===== src/rtl/enemy_path_pkg.sv =====
// Shared encodings for the enemy path sequencer.
//   mode_e  : segment traversal mode requested by the game-state controller
//   state_e : sequencer run/park state
package enemy_path_pkg;

    typedef enum logic [1:0] {
        MODE_LOOP     = 2'b00,
        MODE_PINGPONG = 2'b01,
        MODE_ONESHOT  = 2'b10,
        MODE_RSVD     = 2'b11   // behaves as loop
    } mode_e;

    typedef enum logic {
        ST_RUN  = 1'b0,
        ST_HOLD = 1'b1
    } state_e;

endpackage


===== src/rtl/tick_gen.sv =====
// Free-running clock divider producing a one-cycle tick every DIV enabled cycles.
//   clk_i  : clock, rising edge
//   rst_i  : asynchronous active-high reset, counter to 0
//   en_i   : 1 = count, 0 = freeze count
//   clr_i  : synchronous clear to 0, overrides en_i
//   tick_o : high while the counter sits at DIV-1 and en_i is high
module tick_gen #(
    parameter int DIV   = 1000000,
    parameter int CNT_W = 21
) (
    input  logic clk_i,
    input  logic rst_i,
    input  logic en_i,
    input  logic clr_i,
    output logic tick_o
);

    localparam logic [CNT_W-1:0] CNT_LAST = CNT_W'(DIV - 1);

    logic [CNT_W-1:0] cnt_q, cnt_d;

    assign tick_o = en_i && (cnt_q == CNT_LAST);

    always_comb begin
        cnt_d = cnt_q;
        if (clr_i) begin
            cnt_d = '0;
        end else if (tick_o) begin
            cnt_d = '0;
        end else if (en_i) begin
            cnt_d = cnt_q + 1'b1;
        end
    end

    always_ff @(posedge clk_i or posedge rst_i) begin
        if (rst_i) begin
            cnt_q <= '0;
        end else begin
            cnt_q <= cnt_d;
        end
    end

endmodule


===== src/rtl/enemy_path_seq.sv =====
// Enemy path ROM address sequencer: walks one per-level segment of the path ROM
// at a divided tick rate in loop, ping-pong or one-shot mode.
//   pclk       : pixel clock, rising edge
//   rst        : asynchronous active-high reset
//   en         : 1 = run, 0 = freeze tick counter and address
//   level      : requested level, latched on level_load (clamped to 1..MAX_LEVEL)
//   mode       : requested mode, latched on level_load
//   level_load : restart the segment with the new level/mode
//   addr       : registered ROM address = segment base + offset
//   step       : one-cycle pulse after each address advance
//   wrap       : one-cycle pulse after a segment end is reached
//   done       : one-shot finished, address parked
//   busy       : sequencer in RUN
//
// state   | meaning
// ST_RUN  | ticks advance the offset
// ST_HOLD | one-shot reached the segment end; ticks ignored until level_load
module enemy_path_seq
    import enemy_path_pkg::*;
#(
    parameter int ADDR_W    = 12,
    parameter int LEVEL_W   = 4,
    parameter int SEG_LEN   = 150,
    parameter int MAX_LEVEL = 10,
    parameter int TICK_DIV  = 1000000,
    parameter int CNT_W     = 21
) (
    input  logic               pclk,
    input  logic               rst,
    input  logic               en,
    input  logic [LEVEL_W-1:0] level,
    input  logic [1:0]         mode,
    input  logic               level_load,
    output logic [ADDR_W-1:0]  addr,
    output logic               step,
    output logic               wrap,
    output logic               done,
    output logic               busy
);

    localparam int OFF_W = (SEG_LEN > 1) ? $clog2(SEG_LEN) : 1;
    localparam int BW    = ADDR_W + LEVEL_W;

    localparam logic [OFF_W-1:0]   OFF_LAST = OFF_W'(SEG_LEN - 1);
    // Ping-pong turn targets; a one-entry segment never leaves offset 0.
    localparam logic [OFF_W-1:0]   PP_TOP   = OFF_W'((SEG_LEN > 1) ? SEG_LEN - 2 : 0);
    localparam logic [OFF_W-1:0]   PP_BOT   = OFF_W'((SEG_LEN > 1) ? 1 : 0);
    localparam logic [LEVEL_W-1:0] LVL_ONE  = LEVEL_W'(1);
    localparam logic [LEVEL_W-1:0] LVL_MAX  = LEVEL_W'(MAX_LEVEL);

    generate
        if (SEG_LEN * MAX_LEVEL > 2 ** ADDR_W) begin : g_chk_rom
            $error("enemy_path_seq: SEG_LEN*MAX_LEVEL exceeds the ROM address space");
        end
        if (TICK_DIV < 2 || 2 ** CNT_W < TICK_DIV) begin : g_chk_div
            $error("enemy_path_seq: TICK_DIV must be >= 2 and fit in CNT_W bits");
        end
    endgenerate

    function automatic logic [LEVEL_W-1:0] clamp_level(input logic [LEVEL_W-1:0] lv);
        if (lv == '0) begin
            return LVL_ONE;
        end else if (lv > LVL_MAX) begin
            return LVL_MAX;
        end
        return lv;
    endfunction

    function automatic logic [ADDR_W-1:0] base_of(input logic [LEVEL_W-1:0] lv);
        logic [BW-1:0] prod;
        prod = BW'(SEG_LEN) * (BW'(lv) - BW'(1));
        return prod[ADDR_W-1:0];
    endfunction

    state_e             state_q, state_d;
    mode_e              mode_q, mode_d;
    logic [LEVEL_W-1:0] level_q, level_d;
    logic [OFF_W-1:0]   offset_q, offset_d;
    logic               dir_up_q, dir_up_d;
    logic [ADDR_W-1:0]  addr_q, addr_d;
    logic               step_q, step_d;
    logic               wrap_q, wrap_d;
    logic               tick;

    tick_gen #(
        .DIV   (TICK_DIV),
        .CNT_W (CNT_W)
    ) u_tick_gen (
        .clk_i  (pclk),
        .rst_i  (rst),
        .en_i   (en && (state_q == ST_RUN)),
        .clr_i  (level_load),
        .tick_o (tick)
    );

    always_comb begin
        state_d  = state_q;
        mode_d   = mode_q;
        level_d  = level_q;
        offset_d = offset_q;
        dir_up_d = dir_up_q;
        step_d   = 1'b0;
        wrap_d   = 1'b0;

        // A load in the same cycle as a tick discards the tick.
        if (level_load) begin
            level_d  = clamp_level(level);
            mode_d   = mode_e'(mode);
            offset_d = '0;
            dir_up_d = 1'b1;
            state_d  = ST_RUN;
        end else if (tick) begin
            step_d = 1'b1;
            case (mode_q)
                MODE_PINGPONG: begin
                    if (dir_up_q) begin
                        if (offset_q == OFF_LAST) begin
                            offset_d = PP_TOP;
                            dir_up_d = (SEG_LEN == 1);
                            wrap_d   = 1'b1;
                        end else begin
                            offset_d = offset_q + 1'b1;
                        end
                    end else if (offset_q == '0) begin
                        offset_d = PP_BOT;
                        dir_up_d = 1'b1;
                        wrap_d   = 1'b1;
                    end else begin
                        offset_d = offset_q - 1'b1;
                    end
                end
                MODE_ONESHOT: begin
                    offset_d = (offset_q == OFF_LAST) ? offset_q : offset_q + 1'b1;
                    if (offset_d == OFF_LAST) begin
                        state_d = ST_HOLD;
                        wrap_d  = 1'b1;
                    end
                end
                default: begin
                    if (offset_q == OFF_LAST) begin
                        offset_d = '0;
                        wrap_d   = 1'b1;
                    end else begin
                        offset_d = offset_q + 1'b1;
                    end
                end
            endcase
        end

        addr_d = base_of(level_d) + ADDR_W'(offset_d);
    end

    always_ff @(posedge pclk or posedge rst) begin
        if (rst) begin
            state_q  <= ST_RUN;
            mode_q   <= MODE_LOOP;
            level_q  <= LVL_ONE;
            offset_q <= '0;
            dir_up_q <= 1'b1;
            addr_q   <= '0;
            step_q   <= 1'b0;
            wrap_q   <= 1'b0;
        end else begin
            state_q  <= state_d;
            mode_q   <= mode_d;
            level_q  <= level_d;
            offset_q <= offset_d;
            dir_up_q <= dir_up_d;
            addr_q   <= addr_d;
            step_q   <= step_d;
            wrap_q   <= wrap_d;
        end
    end

    assign addr = addr_q;
    assign step = step_q;
    assign wrap = wrap_q;
    assign done = (state_q == ST_HOLD);
    assign busy = (state_q == ST_RUN);

endmodule


===== config.mk =====
export PLATFORM = sky130hd
export DESIGN_NAME = enemy_path_seq
export DESIGN_NICKNAME = d
export VERILOG_FILES = /design/src/rtl/enemy_path_pkg.sv /design/src/rtl/tick_gen.sv /design/src/rtl/enemy_path_seq.sv
export SDC_FILE = /design/constraint.sdc
export NUM_CORES = 1
export LEC_CHECK = 0
export CAP_MARGIN = 20
export CORE_MARGIN = 2
export CORE_UTILIZATION = 30
export CTS_CLUSTER_DIAMETER = 150
export DETAILED_ROUTE_END_ITERATION = 8
export GPL_TIMING_DRIVEN = 0
export SLEW_MARGIN = 20
export SYNTH_ARGS = -nofsm -noshare
export SYNTH_HDL_FRONTEND = slang
export SYNTH_SLANG_ARGS = --single-unit

===== constraint.sdc =====
create_clock -name pclk -period 6.43 [get_ports pclk]
set_input_delay 0.643 -clock pclk [delete_from_list [all_inputs] [get_ports pclk]]
set_output_delay 0.643 -clock pclk [all_outputs]
set_load 0.01 [all_outputs]

==> results of run 1 <==
## worst paths after layout
check                           startpoint          to  slack (ns)  cells past startpoint
worst max register to register  level_q[1]    addr[11]        1.25                     21
max in group asynchronous              rst    dir_up_q        5.11                      3
worst min-delay path            level_q[2]  level_q[2]        0.56                      2
worst max-delay path              level[3]    addr[11]        0.58                     22
min in group asynchronous              rst  level_q[1]        0.72                      2
worst min register to register  level_q[2]  level_q[2]        0.56                      2
## cell type report
| cell class | count | area [um^2] | share of cell area |
|---|---|---|---|
| Sequential cell | 50 | 1250 | 0.275 |
| Tap cell | 172 | 215 | 0.0472 |
| Multi-Input combinational cell | 335 | 2430 | 0.534 |
| Clock inverter | 1 | 5.00 | 0.00110 |
| Inverter | 34 | 128 | 0.0280 |
| Clock buffer | 7 | 143 | 0.0313 |
| Timing Repair Buffer | 25 | 260 | 0.0571 |
| Buffer | 21 | 120 | 0.0263 |
## cell families after synthesis
family,Yosys count,share of synthesized area
xor gates and xnor gates,45,0.104
DFF,50,0.319
muxes,5,0.0134
buffers and inverters,55,0.0630
adders and majority gates,41,0.142
and+or+nand+nor,161,0.219
AOI/OAI and AO/OA,83,0.141
## layer usage
metal	routed length (um)	part of all wire
met5	0	0
met2	4150	0.47
met3	230	0.026
met4	110	0.012
met1	4420	0.50
## per-stage QoR
step | utilization | instance area (um^2) | setup slack, ns
4_1_cts | 0.358 | 4560 | 0.378
2_1_floorplan | - | 3930 | 1.15
3_3_place_gp | 0.345 | 4390 | 0.173
6_report | 0.358 | 4560 | 0.577
5_1_grt | 0.358 | 4560 | 0.0912
3_5_place_dp | 0.346 | 4410 | 0.0919
## power groups by stage
stage	Clock, W	Combinational (W)	Sequential (W)
final	0.000274	0.000470	0.000361
after global routing	0.000292	0.000532	0.000364
after CTS	0.000281	0.000475	0.000361
after detailed placement	0	0.000466	0.000367
after global placement	0	0.000458	0.000366
after floorplan	0	0.000319	0.000381
## registers in the layout (all words and copies together), names as in the netlist
signal and count:
addr 12, dir_up_q 1, done 1, level_q 4, mode_q 2, offset_q 7, step 1, u_tick_gen.cnt_q 21
wrap 1
## synth_stat cells (3+ instances only)
library cell / count / area share
nor3_1: 9 / 0.011
nand2_1: 32 / 0.031
o22ai_1: 3 / 0.0048
and2_1: 5 / 0.0080
dfrtp_1: 48 / 0.31
xor2_1: 18 / 0.040
buf_2: 9 / 0.011
nor2b_1: 6 / 0.0095
inv_1: 31 / 0.030
and3_1: 5 / 0.0080
xnor2_1: 26 / 0.058
nand3_1: 13 / 0.017
a21o_1: 4 / 0.0076
nand4_1: 9 / 0.014
nor2_1: 52 / 0.050
nand4b_1: 3 / 0.0067
buf_4: 4 / 0.0076
clkbuf_1: 6 / 0.0057
ha_1: 34 / 0.11
o21a_1: 3 / 0.0057
a21oi_1: 24 / 0.031
o31ai_1: 6 / 0.011
mux2i_1: 3 / 0.0076
o21ai_0: 22 / 0.028
nand2b_1: 5 / 0.0080
fa_1: 6 / 0.031
nor4_1: 3 / 0.0048
inv_2: 3 / 0.0029
## critical path, cell delays in order
cell             delay, ns
clkdlybuf4s50_1       0.57
a21oi_1               0.09
a21oi_1               0.51
inv_1                 0.14
ha_1                  0.25
nand3_1               0.26
inv_1                 0.20
ha_1                  0.36
ha_1                  0.29
ha_1                  0.27
inv_1                 0.05
fa_1                  0.50
inv_1                 0.04
ha_1                  0.35
o21a_1                0.14
o31a_1                0.17
a21oi_1               0.06
ha_1                  0.32
a31oi_1               0.09
nor2b_1               0.20
nand4b_1              0.15
xor3_1                0.37
==> flow_metrics.env, run 1 <==
export IMPL_synth_main_ff_cell="dfrtp_1"
export IMPL_tns_ns=0
export IMPL_tightest_slew_ns=0.610
export IMPL_wl_per_cell_um=13.8
export IMPL_die_w_um=118
export IMPL_routed_via_density=4.90
export IMPL_rows=41
export IMPL_synth_cell_types=67
export IMPL_cts_hold_buf=0
export IMPL_routabilityCongestion=0.880
export IMPL_postCtsSetupBuffers=0
export IMPL_post_route_period_util=0.910
export IMPL_first_global_vias=3277
export IMPL_cp_end_kind="register"
export IMPL_drive_gt1_frac=0.0951
export IMPL_area_growth_pct=15.9
export IMPL_clk_latency_ns=0.30
export IMPL_diodes=0
export IMPL_async_flop_share=1.00
export IMPL_ir_worst_vdd_uv=155
export IMPL_power_frac_seq=0.327
export IMPL_hp_class="reg2reg"
export IMPL_grtUsageMet1=0.182
export IMPL_post_cts_resized=0
export IMPL_final_cells=645
export IMPL_grt_overflow=0
export IMPL_drv_slew=0
export IMPL_p_sw_frac=0.341
export IMPL_htreeDepth=2
export IMPL_port_buffers=24
export IMPL_cts_root_buf="clkbuf_16"
export IMPL_use_met2=0.221
export IMPL_period_needed_ns=5.85
export IMPL_synth_area_mm2=0.00393
export IMPL_drtIter0Drc=131
export IMPL_p_int_w=0.000728
export IMPL_syn_inst=440
export IMPL_fmax_mhz=171
export IMPL_dpl_cell_count=637
export IMPL_die_h_um=118
export IMPL_maxCapViolations=0
export IMPL_groute_usage_overall=0.135
export IMPL_switchingPower_w=0.000377
export IMPL_synth_nets=490
export IMPL_cts_tree="yes"
export IMPL_grt_max_degree=28
export IMPL_yosysSeqAreaShare=0.319
export IMPL_antenna_found_initial=0
export IMPL_ant_nets=0
export IMPL_fillers=1333
export IMPL_ys_ff_latch=50
export IMPL_synth_edf_count=0
export IMPL_power_w=0.00110
export IMPL_ys_warn_count=0
export IMPL_top_usage_layer="met2"
export IMPL_power_frac_comb=0.426
export IMPL_cts_sinks=50
export IMPL_grt_use_met3=0.0241
export IMPL_setup_viol=0
export IMPL_coreArea_mm2=0.0127
export IMPL_clkPwrFrac=0.248
export IMPL_initial_core_util=0.309
export IMPL_cellPowerDensity_mw_per_mm2=242
export IMPL_syn_avg_cell_area_um2=8.94
export IMPL_crit_fanout=5
export IMPL_io_pins=26
export IMPL_path_class="in2reg"
export IMPL_hold_viol=0
export IMPL_max_slew_margin=0.593
export IMPL_cts_buffers=5
export IMPL_rsz0062_at_grt="false"
export IMPL_status="completed"
export IMPL_via_count=3163
export IMPL_dp_hpwl_um=6790
export IMPL_grt_pass1_wl_um=15800
export IMPL_power_leakage_nw=2.01
export IMPL_holdWs_ns=0.557
export IMPL_fp_dieArea_mm2=0.0140
export IMPL_worstPathRequired_ns=6.60
export IMPL_crit_path_start_kind="input pin"
export IMPL_drc=0
export IMPL_final_nets=522
export IMPL_clkSlewWorstSetupHoldPaths_ns=0.07
export IMPL_first_pass_iters=4
export IMPL_final_cell_mix="nor2_1, dfrtp_1, ha_1"
export IMPL_final_common_cell="nor2_1"
export IMPL_fin_skew_ns=0.00575
export IMPL_cp_arrival_ns=6.03
export IMPL_clockBufferDepth=2
export IMPL_totalWireLength_um=8910
No activity file was read; power rests on OpenSTA's default activity.
==> run 2: changes to the inputs <==
--- a/config.mk
+++ b/config.mk
@@ -6,7 +6,7 @@
 export NUM_CORES = 1
 export LEC_CHECK = 0
 export CAP_MARGIN = 20
-export CORE_MARGIN = 2
+export CORE_ASPECT_RATIO = 1.5
 export CORE_UTILIZATION = 30
 export CTS_CLUSTER_DIAMETER = 150
 export DETAILED_ROUTE_END_ITERATION = 8
==> flow_metrics.env, run 2 (same netlist as run 1, synthesis figures left out) <==
export IMPL_cp_arrival_ns=6.21
export IMPL_first_pass_iters=4
export IMPL_fin_ws_ns=0.392
export IMPL_drv_slew=0
export IMPL_maxCapViolations=0
export IMPL_drc=0
export IMPL_cts_tree="yes"
export IMPL_coreArea_mm2=0.0126
export IMPL_routed_via_density=5.12
export IMPL_crit_fanout=5
export IMPL_grt_max_degree=32
export IMPL_post_route_period_util=0.939
export IMPL_hold_viol=0
export IMPL_routabilityCongestion=0.911
export IMPL_final_cell_mix="nor2_1, dfrtp_1, ha_1"
export IMPL_largest_reg_flops=21
export IMPL_ir_worst_vdd_uv=172
export IMPL_drtIter0Drc=154
export IMPL_final_nets=522
export IMPL_diodes=0
export IMPL_placed_area_mm2=0.00439
export IMPL_final_common_cell="nor2_1"
export IMPL_power_w=0.00116
export IMPL_cp_top_family="adder cells"
export IMPL_hp_class="reg2reg"
export IMPL_first_global_vias=3357
export IMPL_drive_gt1_frac=0.0973
export IMPL_timing_rr_start="level_q[1]"
export IMPL_crit_path_start_kind="input pin"
export IMPL_ant_nets=0
export IMPL_hold_start="u_tick_gen.cnt_q[5]"
export IMPL_worstPathRequired_ns=6.61
export IMPL_fmax_mhz=166
export IMPL_period_needed_ns=6.04
export IMPL_crit_path_frequent_cell="ha_1"
export IMPL_max_stage_delay_ns=0.59
export IMPL_grt_pass1_wl_um=15700
export IMPL_clkSlewWorstSetupHoldPaths_ns=0.07
export IMPL_crit_slowest_cell="a21oi_1"
export IMPL_post_route_util=0.362
export IMPL_cp_startpoint="level[3]"
export IMPL_cts_sinks=50
export IMPL_fillers=1301
export IMPL_rsz0062_at_grt="false"
export IMPL_cts_hold_buf=0
export IMPL_initial_core_util=0.311
export IMPL_tightest_slew_ns=0.719
export IMPL_crit_buf_inv=5
export IMPL_htreeDepth=2
export IMPL_cts_root_buf="clkbuf_16"
export IMPL_die_w_um=95.5
export IMPL_fp_dieArea_mm2=0.0136
export IMPL_cellPowerDensity_mw_per_mm2=253
export IMPL_design_area_mm2=0.00457
export IMPL_status="completed"
export IMPL_rows=50
export IMPL_cts_buffers=5
export IMPL_power_leakage_nw=2.03
export IMPL_antenna_found_initial=0
export IMPL_cp_end_kind="register"
export IMPL_dp_hpwl_um=7100
export IMPL_grt_overflow=0
export IMPL_max_slew_margin=0.520
export IMPL_crit_chain="clkdlybuf4s50_1 > a21oi_1 > a21oi_1 > inv_1 > ha_1 > nand3_1 > inv_1 > ha_1 > ha_1 > ha_1 > inv_1 > fa_1 > inv_1 > ha_1 > o21a_1 > o31a_1 > a21oi_1 > ha_1 > a31oi_1 > nor2b_1 > nand4b_1 > xor3_1"
export IMPL_area_growth_pct=16.2
export IMPL_preCtsSetupSlack_ns=-0.00193
export IMPL_path_class="in2reg"
export IMPL_die_h_um=142
export IMPL_wl_per_cell_um=14.6
export IMPL_clk_latency_ns=0.29
export IMPL_groute_usage_overall=0.146
export IMPL_io_pins=26
export IMPL_clockBufferDepth=2
export IMPL_port_buffers=24
export IMPL_top_register="u_tick_gen.cnt_q"
export IMPL_via_count=3223
export IMPL_totalWireLength_um=9170
export IMPL_fin_skew_ns=0.00851
export IMPL_setup_viol=0
## run 2: cell count changes in the layout (fill, tap and decap cells not counted), sizes merged
cell | before | now
bufinv | 0 | 1
clkbuf | 13 | 12
clkinv | 1 | 0
inv | 34 | 35
## run 2: metal layers
metal  wire [um]  global-route usage  vias up
met2        4920               0.269       62
met1        3830               0.168     1556
met4         192              0.0542        0
met3         235              0.0203       18
li1            -                   -     1587
met5           0                   0        -
## run 2: final cells by class
class	instances	area, um^2	share of cell area
Clock inverter	2	38.8	0.00849
Clock buffer	6	139	0.0304
Sequential cell	50	1250	0.274
Inverter	34	128	0.0279
Buffer	21	120	0.0263
Multi-Input combinational cell	335	2430	0.533
Timing Repair Buffer	25	260	0.0570
Tap cell	156	195	0.0427
## run 2: power breakdown
part	switching (W)	internal (W)	leakage, nW	total, W
registers	0.0000130	0.000350	0.654	0.000363
clock network	0.000125	0.000196	0.0875	0.000320
logic	0.000251	0.000223	1.29	0.000474
## run 2: final timing paths
| kind | to | slack (ns) | cells after the start |
|---|---|---|---|
| worst max-delay path | addr[11] | 0.39 | 22 |
| worst min-delay path | u_tick_gen.cnt_q[5] | 0.56 | 2 |
| worst max register to register | addr[11] | 1.08 | 21 |
| worst min register to register | u_tick_gen.cnt_q[5] | 0.56 | 2 |
| max in group asynchronous | dir_up_q | 5.14 | 3 |
| min in group asynchronous | level_q[3] | 0.68 | 2 |
## run 2: tightest hold or removal path: stages (launching register included)
cell and delay [ns]:
dfrtp_1 0.37, xnor2_1 0.08, nor2_1 0.08
## run 2: repair_timing
action,4_1_cts,5_1_grt
setup endpoints to repair,0,1
gates resized for setup,0,1
setup buffers,0,0
## run 2: through the flow
step | TNS [ns] | cells | hold slack, ns
2_1_floorplan | 0 | 440 | 0.502
3_3_place_gp | 0 | 620 | 0.536
3_5_place_dp | -0.00193 | 621 | 0.543
4_1_cts | 0 | 629 | 0.566
5_1_grt | 0 | 629 | 0.591
6_report | 0 | 629 | 0.564
